### src/rtl/run_len_detector.sv
// Serial-bit run-length detector: flags runs of RUN_LEN+ identical valid bits per enabled polarity.
// All outputs registered; one-cycle latency from sampling edge. No backpressure (x_valid qualifies samples).
module run_len_detector #(
  parameter int RUN_LEN = 3,
  parameter int CNT_W   = 8
) (
  input  logic             clk,
  input  logic             reset_n,
  input  logic             clr,
  input  logic             x_valid,
  input  logic             x,
  input  logic [1:0]       mode,
  output logic             y,
  output logic             y_start,
  output logic             run_end,
  output logic             run_bit,
  output logic [CNT_W-1:0] run_cnt,
  output logic [CNT_W-1:0] last_len
);

  typedef enum logic [1:0] {IDLE, COUNT, HIT} state_t;

  localparam logic [CNT_W-1:0] CNT_MAX = '1;
  localparam logic [CNT_W-1:0] RUN_THR = CNT_W'(RUN_LEN);

  state_t           state, state_nxt;
  logic             bit_nxt, ys_nxt, re_nxt;
  logic [CNT_W-1:0] cnt_nxt, last_nxt, cnt_inc;
  logic             en_cur, en_x;

  always_ff @(posedge clk or negedge reset_n) begin
    if (!reset_n) begin
      state    <= IDLE;
      run_bit  <= 1'b0;
      run_cnt  <= '0;
      last_len <= '0;
      y_start  <= 1'b0;
      run_end  <= 1'b0;
    end else begin
      state    <= state_nxt;
      run_bit  <= bit_nxt;
      run_cnt  <= cnt_nxt;
      last_len <= last_nxt;
      y_start  <= ys_nxt;
      run_end  <= re_nxt;
    end
  end

  always_comb begin
    state_nxt = state;
    bit_nxt   = run_bit;
    cnt_nxt   = run_cnt;
    last_nxt  = last_len;
    ys_nxt    = 1'b0;
    re_nxt    = 1'b0;
    en_cur    = run_bit ? mode[1] : mode[0];
    en_x      = x ? mode[1] : mode[0];
    cnt_inc   = (run_cnt == CNT_MAX) ? CNT_MAX : run_cnt + 1'b1;

    if (clr) begin
      state_nxt = IDLE;
      bit_nxt   = 1'b0;
      cnt_nxt   = '0;
      last_nxt  = '0;
    end else if (x_valid) begin
      if (state == IDLE) begin
        bit_nxt   = x;
        cnt_nxt   = {{(CNT_W-1){1'b0}}, 1'b1};
        state_nxt = COUNT;
      end else if (x == run_bit) begin
        cnt_nxt = cnt_inc;
        if (state == HIT) begin
          // Losing the polarity enable drops HIT silently even on a matching sample
          if (!en_cur) state_nxt = COUNT;
        end else if (cnt_inc >= RUN_THR && en_x) begin
          state_nxt = HIT;
          ys_nxt    = 1'b1;
        end
      end else begin
        bit_nxt   = x;
        cnt_nxt   = {{(CNT_W-1){1'b0}}, 1'b1};
        state_nxt = COUNT;
        if (state == HIT && en_cur) begin
          re_nxt   = 1'b1;
          last_nxt = run_cnt;
        end
      end
    end else if (state == HIT && !en_cur) begin
      state_nxt = COUNT;
    end
  end

  assign y = (state == HIT);

endmodule
### config.mk
export PLATFORM = sky130hd
export DESIGN_NAME = run_len_detector
export DESIGN_NICKNAME = d
export VERILOG_FILES = /design/src/rtl/run_len_detector.sv
export SDC_FILE = /design/constraint.sdc
export NUM_CORES = 1
export LEC_CHECK = 0
export CAP_MARGIN = 20
export CORE_UTILIZATION = 49
export DETAILED_ROUTE_END_ITERATION = 8
export GPL_ROUTABILITY_DRIVEN = 0
export PLACE_DENSITY = 0.78
export SLEW_MARGIN = 20
export SYNTH_ARGS = -nofsm -noshare
export SYNTH_HDL_FRONTEND = slang
export SYNTH_SLANG_ARGS = --single-unit
### constraint.sdc
create_clock -name clk -period 2.2 [get_ports clk]
set_clock_uncertainty 0.15 [all_clocks]
set_input_delay 0.44 -clock clk [delete_from_list [all_inputs] [get_ports clk]]
set_output_delay 0.44 -clock clk [all_outputs]
set_load 0.005 [all_outputs]
Word level (Yosys, flattened, before mapping)
Index checks and enable logic that the tools add are counted.

Word-level logic and storage cells: 62. Bits in registers: 21.

$lt $le $gt $ge: 1. Reduce and logical (&&, ||, !) cells: 11. Multiplexer cells: 35. Equality and inequality tests: 8. Add/subtract/negate cells: 1.

Operator list (count): 2-to-1 mux 8 bit (10); 2-to-1 mux 1 bit (17); 2-to-1 mux 2 bit (8); adder 8 x 1 -> 8 bit, second input constant (1); == test 8 bit, second input constant (1); greater-or-equal comparator 8 x 2 -> 1 bit, second input constant (1); != test 6 x 5 -> 1 bit, second input constant (1); != test 6 bit, second input constant (1); != test 2 bit, second input constant (2); AND reduction 4 bit (1); nonzero test 2 bit (2); logical AND 1 bit (3); != test 3 bit, second input constant (1); AND reduction 3 bit (1); nonzero test 3 bit (1); == test 2 bit, second input constant (1); logical NOT 2 bit (1); AND reduction 2 bit (1); == test 1 bit (1); logical NOT 1 bit (1).

Depth between registers and ports, before layout
Gate-level depths: netlist (run 1).

Depth after elaboration: 10. Gate-level depth with buffers: 7. Gate-level depth less buffers: 6.

Worst setup path before layout (run 1)
No wires, ideal clock.

Path kind: reg2reg. From: register run_cnt[0]. To: register state[1]. Period minus slack after synthesis: 1849 ps. Slack: 351 ps. Buffers on the path: 1. Arrival time: 1562 ps. Required time: 1913 ps. Cell stages (with the launch flop): 8. Path through: dfrtp_1 ha_1 buf_2 nand2_1 nand2_1 mux2_4 o41ai_2 o21ai_0.

Word-level cells in the longest chain between the ends: 6. Elaborated cells between the ends (all ways): 7. Classes of those cells: add/sub (1); order compare (1); eq/ne (2); mux (1); reduce/logical (2).

RTL lines: start: declaration (RTL line 17) `output logic [CNT_W-1:0] run_cnt,`; start signal: assignment (RTL line 42) `run_cnt <= cnt_nxt;`; adder 8 x 1 -> 8 bit or == test 8 bit (tied branches) (RTL line 58) `cnt_inc = (run_cnt == CNT_MAX) ? CNT_MAX : run_cnt + 1'b1;`; 2-to-1 mux 8 bit (*) (RTL line 58); greater-or-equal comparator 8 x 2 -> 1 bit (*) (RTL line 75) `end else if (cnt_inc >= RUN_THR && en_x) begin`; logical AND 1 bit (*) (RTL line 75); != test 6 x 5 -> 1 bit (no source line) (*); AND reduction 3 bit (no source line) (*); end signal: assignment (RTL line 40) `state <= state_nxt;`; end: declaration (RTL line 26) `state_t state, state_nxt;`.

Every way passes the cells marked *; elsewhere a longest branch is shown, timed or not. A chain may end at the register's enable or synchronous reset.

Worst setup path in the final report (run 1)
From: register state[1]. To: output y.

Word-level cells in the longest chain between the ends: 1.

RTL lines: == test 2 bit (RTL line 93) `assign y = (state == HIT);`; end: declaration (RTL line 13) `output logic y,`.

Every way passes these cells.

==> out/results.tsv, run 1 <==
metric	value	unit
outcome	completed	
Via-to-Cell Ratio	5.663	
post-synthesis sequential area ratio	0.4449	
Setup violations, final	0	
Multi-input gate area	598.1	um^2
io pins	27	
Arr. time, crit path	1.48	ns
post-cts gate resize count	0	
Synth cell types	40	
critical path, cell by cell	nor2b_1, clkdlybuf4s50_1	
Core Footprint	2233	um^2
Post-Synthesis Cells	123	
Synth Register Bits	21	
Max Slew Vio Count	0	
cts bufs inserted	3	
syn avg cell area	9.603	um^2
Placement Cell Area	1533	um^2
number of synthesized flops with an enable pin	0	
setup bufs post-CTS	0	
Worst-Margin Slew	0.3446	ns
Worst Path Required	1.61	ns
WL final	2.764	mm
drc violations	0	
Synth Warn #	0	
Reg area	525.5	um^2
M1 GR Usage	0.3333	
CTS tree	yes	
Tot GR Track Use	0.2392	
commonest non-fill, non-tap cell in the layout	clkdlybuf4s50_1	
slowest cell on the critical path	clkdlybuf4s50_1	
worst stage delay on the critical path	0.53	ns
post-route cell area	1560	um^2
Port Buf Inserts	26	
Final TNS setup	0	ns
Clock Tree Buf Depth	2	
Rows	17	
Die X	51.10	um
fmax	483.8	MHz
area of the die	2611	um^2
first-pass GRT wire length	4.595	mm
fillers	182	
PwrDens	425.8	nW/um^2
commonest cells after routing, fill and taps aside	clkdlybuf4s50_1 (26), nor2_1 (21), dfrtp_1 (21)	
Die Y	51.10	um
share of cells above drive strength 1	0.1603	
hpwl dp	2.064	mm
Hold-fix buffers, CTS	0	
Crit Path Class	reg2out	
WHS	0.3066	ns
ys flop type	dfrtp_1	
Net Count, Synth	131	
Crit path buffers/inverters	1	
DR WL/cell	15.02	um
First-pass DRT Iterations	4	
RSZ-0062 raised after global routing	no	
total global routing overflow	0	
CP delay by family, top	buffers and inverters	
Top Usage Layer GRT	met2	
minimum clock period	2.067	ns
pin count of the biggest net entering global routing	22	
Final nets	165	
Clock H-tree levels	1	
headroom to the max-slew limit	0.7678	
max-cap viol count	0	
CP Max Fanout	5	
worst skew pair latency	0.31	ns
Synth async-reset ratio	1.000	
root buffer cell	clkbuf_4	
DRT iter0 DRCs	31	
critical path capture point type	output port	
crit path launch type	register	
IR drop worst, VDD	368.7	uV
Starting Density	0.5289	
Post-DRT Antenna Nets	0	
clk slew on worst S/H paths	0.12	ns
TritonCTS Sinks	21	
HP Class	in2async	
Syn Std Cell Area	1181	um^2
synth-to-layout area growth	32.10	%
Antenna Cells	0	
final hold vios	0	
P_leak	0.6483	nW
final period utilization	0.9395	
total power	0.0006643	W
grt met3 use	0.03274	
initial antenna violation count	0	
number of global-route vias before repair	1001	
DR vias	1042	
Global Route met2 Usage	0.3838	
power breakdown:
part	internal, W	switching (W)	total, W
registers	0.000390	0.00000483	0.000395
logic	0.0000387	0.0000415	0.0000802
clock network	0.0000678	0.000121	0.000189
per-layer routing:
metal / part of all wire / vias up
li1: - / 509
met1: 0.46 / 489
met2: 0.47 / 38
met3: 0.051 / 6
met4: 0.014 / 0
met5: 0 / -
state kept, by name, summed over array words and instances (netlist names):
name	cells
last_len	8
run_cnt	8
state	2
run_bit	1
run_end	1
y_start	1
worst paths after layout:
path / slack [ns] / depth (start not counted) / to / start
max reg2reg: 0.25 / 6 / state[0] / run_cnt[1]
min reg2reg: 0.39 / 2 / last_len[6] / last_len[6]
max: 0.13 / 2 / y / state[1]
min in group clk: 0.39 / 2 / last_len[6] / last_len[6]
min: 0.31 / 2 / run_cnt[5] / reset_n
max in group asynchronous: 1.37 / 2 / state[1] / reset_n
worst register-to-register path: stages, from the launching register on:
cell     delay, ns
dfrtp_1       0.38
ha_1          0.35
nand2_1       0.17
nor2_1        0.17
o21ai_0       0.12
o41ai_2       0.37
and2_1        0.19
synth_stat cells, types with 2 or more instances:
cell type / n / share of area
a21oi_1: 4 / 0.017
a22o_1: 2 / 0.015
a31oi_1: 6 / 0.032
buf_2: 4 / 0.017
clkbuf_1: 4 / 0.013
dfrtp_1: 21 / 0.44
mux2i_1: 10 / 0.085
nand2_1: 10 / 0.032
nand3_1: 2 / 0.0085
nand4_1: 2 / 0.011
nand4b_1: 2 / 0.015
nor2_1: 21 / 0.067
nor2b_1: 2 / 0.011
o21ai_0: 7 / 0.030
logic make-up after synthesis:
group                      Yosys count  synth area share
AOI/OAI and AO/OA                   28            0.1685
xor gates and xnor gates             2           0.01483
adders and majority gates            1           0.01059
buffers and inverters               11           0.04872
DFF                                 21            0.4449
muxes                               11           0.09746
and+or+nand+nor                     49            0.2151
final cells by class:
class | count | area share
Inverter | 1 | 0.002406
Sequential cell | 21 | 0.3368
Timing Repair Buffer | 39 | 0.2374
Clock buffer | 3 | 0.01443
Multi-Input combinational cell | 91 | 0.3833
Clock inverter | 1 | 0.003208
Tap cell | 28 | 0.02245
metrics by stage:
step,worst slack (ns),util,instances
after floorplan,0.3511,-,123
after global placement,0.06551,0.6863,180
after detailed placement,-0.06789,0.6863,180
after CTS,0.1300,0.6986,184
after global routing,0.06587,0.6986,184
final,0.1330,0.6986,184
Power figures use the tool's default switching activity.
==> run 2, diff against run 1 <==
- ABC_AREA: not set -> 1
- MAX_ROUTING_LAYER: not set -> met4
- PLACE_DENSITY: 0.78 -> 0.88
==> run 2 against run 1 <==
  * First-iteration DRC count grew 23%
  * Sequential cell count is the same
  * Register-to-register slack gained 0.07 ns
  * Worst hold slack gained 0.0044 ns
  * Critical path depth is the same
  * Maximum frequency shrank 0.48%
  * Critical endpoint unchanged
  * Largest cell class unchanged
  * Highest routed layer unchanged
==> out/results.tsv, run 2 <==
metric	value	unit	change
cts bufs inserted	3		unchanged
total global routing overflow	0		unchanged
commonest non-fill, non-tap cell in the layout	clkdlybuf4s50_1		
DR WL/cell	13.98	um	-7.0%
RSZ-0062 raised after global routing	no		
WL final	2.851	mm	+3.1%
top cells by area, synth	dfrtp_1 (44%), nand3_1 (9.2%), nand2_1 (6.6%), inv_1 (6.3%), o21ai_0 (5.8%)		
initial antenna violation count	0		unchanged
number of synthesized flops with an enable pin	0		unchanged
max-cap viol count	0		unchanged
Synth Register Bits	21		unchanged
critical path capture point type	output port		
worst r2r src	run_cnt[0]		
Crit Path Class	reg2out		
post-synthesis sequential area ratio	0.4380		-0.006959
post-cts gate resize count	0		unchanged
Final nets	185		+12%
Post-DRT Antenna Nets	0		unchanged
headroom to the max-slew limit	0.7506		-0.01716
Synth cell types	25		-38%
Setup violations, final	0		unchanged
Post-Synthesis Cells	145		+18%
Die X	51.49	um	+0.76%
Port Buf Inserts	26		unchanged
Starting Density	0.5322		+0.003335
Hold-fix buffers, CTS	0		unchanged
area of the die	2651	um^2	+1.5%
Synth area leader	dfrtp_1		
Rows	17		unchanged
io pins	27		unchanged
Syn Std Cell Area	1200	um^2	+1.6%
Synth Warn #	0		unchanged
Synth async-reset ratio	1.000		unchanged
root buffer cell	clkbuf_4		
syn avg cell area	8.275	um^2	-14%
number of global-route vias before repair	1099		+9.8%
total power	0.0006855	W	+3.2%
worst skew pair latency	0.31	ns	about the same
synth-to-layout area growth	27.42	%	
Die Y	51.49	um	+0.76%
ys flop type	dfrtp_1		
setup bufs post-CTS	0		unchanged
DR vias	1130		+8.4%
Core Footprint	2255	um^2	+0.95%
Clock Tree Buf Depth	2		unchanged
fillers	185		+1.6%
outcome	completed		
IR drop worst, VDD	390.6	uV	+6.0%
P_leak	0.6792	nW	+4.8%
Worst-Margin Slew	0.3637	ns	+0.01911 ns
Max Slew Vio Count	0		unchanged
share of cells above drive strength 1	0.1648		+0.004516
Via-to-Cell Ratio	5.539		-2.2%
first-pass GRT wire length	4.705	mm	+2.4%
CTS tree	yes		
Worst Path Required	1.61	ns	about the same
DRT iter0 DRCs	38		+23%
Placement Cell Area	1503	um^2	-2.0%
clk slew on worst S/H paths	0.12	ns	about the same
Tot GR Track Use	0.2463		+0.007097
First-pass DRT Iterations	6		+2
Arr. time, crit path	1.49	ns	about the same
hpwl dp	2.111	mm	+2.3%
HP Class	in2async		
Synth top area share	0.4380		-0.006959
crit path launch type	register		
drc violations	0		unchanged
Final Worst Setup Slack	0.1232	ns	-0.009887 ns
Antenna Cells	0		unchanged
TritonCTS Sinks	21		unchanged
top cells by count, synth	nand3_1 (22), dfrtp_1 (21), nand2_1 (21)		
final hold vios	0		unchanged
post-route cell area	1529	um^2	-2.0%
Net Count, Synth	153		+17%
Worst R2R Setup Slack	0.32	ns	+0.07 ns
crit path from	state[0]		
worst slack, placed	0.09875	ns	+0.1666 ns
PwrDens	448.3	nW/um^2	+5.3%
Largest regs	last_len: 8 flops, run_cnt: 8 flops, state: 2 flops		
post-route insts no fill	204		+11%
minimum clock period	2.077	ns	+0.009887 ns
fmax	481.5	MHz	-0.48%
final period utilization	0.9440		+0.004494
commonest cells after routing, fill and taps aside	clkdlybuf4s50_1 (26), nand3_1 (22), nand2_1 (21), dfrtp_1 (21), inv_1 (20)		
Clock H-tree levels	1		unchanged
most frequent cell after synthesis	nand3_1		
pin count of the biggest net entering global routing	22		unchanged
dpl cells	200		+11%
Final TNS setup	0	ns	unchanged
CP Max Fanout	5		unchanged
run 2: changes by cell type after synthesis, sizes merged, moves of 5 or more:
cell,change
o21ai,+7
nand2,+18
nand3,+23
buf,-5
nor2,-6
inv,+21
mux2i,-9
run 2: per-layer routing:
metal	wire [um]	global-route usage
met5	0	-
met4	41	0.09459
met3	131	0.02083
met2	1450	0.4091
met1	1228	0.3112
run 2: cells by family (layout without fill, tap and decap cells):
logic type / count (synthesis) / after routing / synth area share
mux: 2 / 2 / 0.01773
fa+ha+maj: 1 / 1 / 0.01043
buf+inv: 24 / 55 / 0.07821
xor+xnor: 2 / 2 / 0.02086
compound gates: 24 / 24 / 0.1231
flops: 21 / 21 / 0.4380
simple gates: 71 / 71 / 0.3118
run 2: power by group:
| group | internal, W | switching [W] | leakage, nW | total [W] |
|---|---|---|---|---|
| Clock | 0.0000708 | 0.000118 | 0.0150 | 0.000189 |
| Sequential | 0.000392 | 0.00000980 | 0.290 | 0.000402 |
| Combinational | 0.0000373 | 0.0000577 | 0.374 | 0.0000950 |
run 2: path summary, 6_finish.rpt:
kind                               end  cells after the start
setup reg to reg              state[0]                     12
hold reg to reg               state[1]                      2
min in group clk              state[1]                      2
setup / recovery                     y                      2
max in group asynchronous   run_cnt[7]                      2
hold / removal             last_len[7]                      2
run 2: critical path, cell delays in order (launching register included):
cell,delay [ns]
dfrtp_1,0.44
nor2_1,0.20
clkdlybuf4s50_1,0.54
run 2: area by class of cell:
type,instances,area (um^2),area share
inverters,23,86.33,0.05646
clock buffers,4,26.28,0.01718
flip-flops and latches,21,525.5,0.3437
multi-input cells,100,580.6,0.3797
well taps,28,35.03,0.02291
repair buffers,28,275.3,0.1800
run 2: stage by stage:
| step | utilization | hold WS [ns] |
|---|---|---|
| floorplan | - | -0.005591 |
| global placement | 0.6665 | 0.3364 |
| detailed placement | 0.6665 | 0.3404 |
| CTS | 0.6781 | 0.3181 |
| global route | 0.6781 | 0.3234 |
| finish | 0.6781 | 0.3110 |
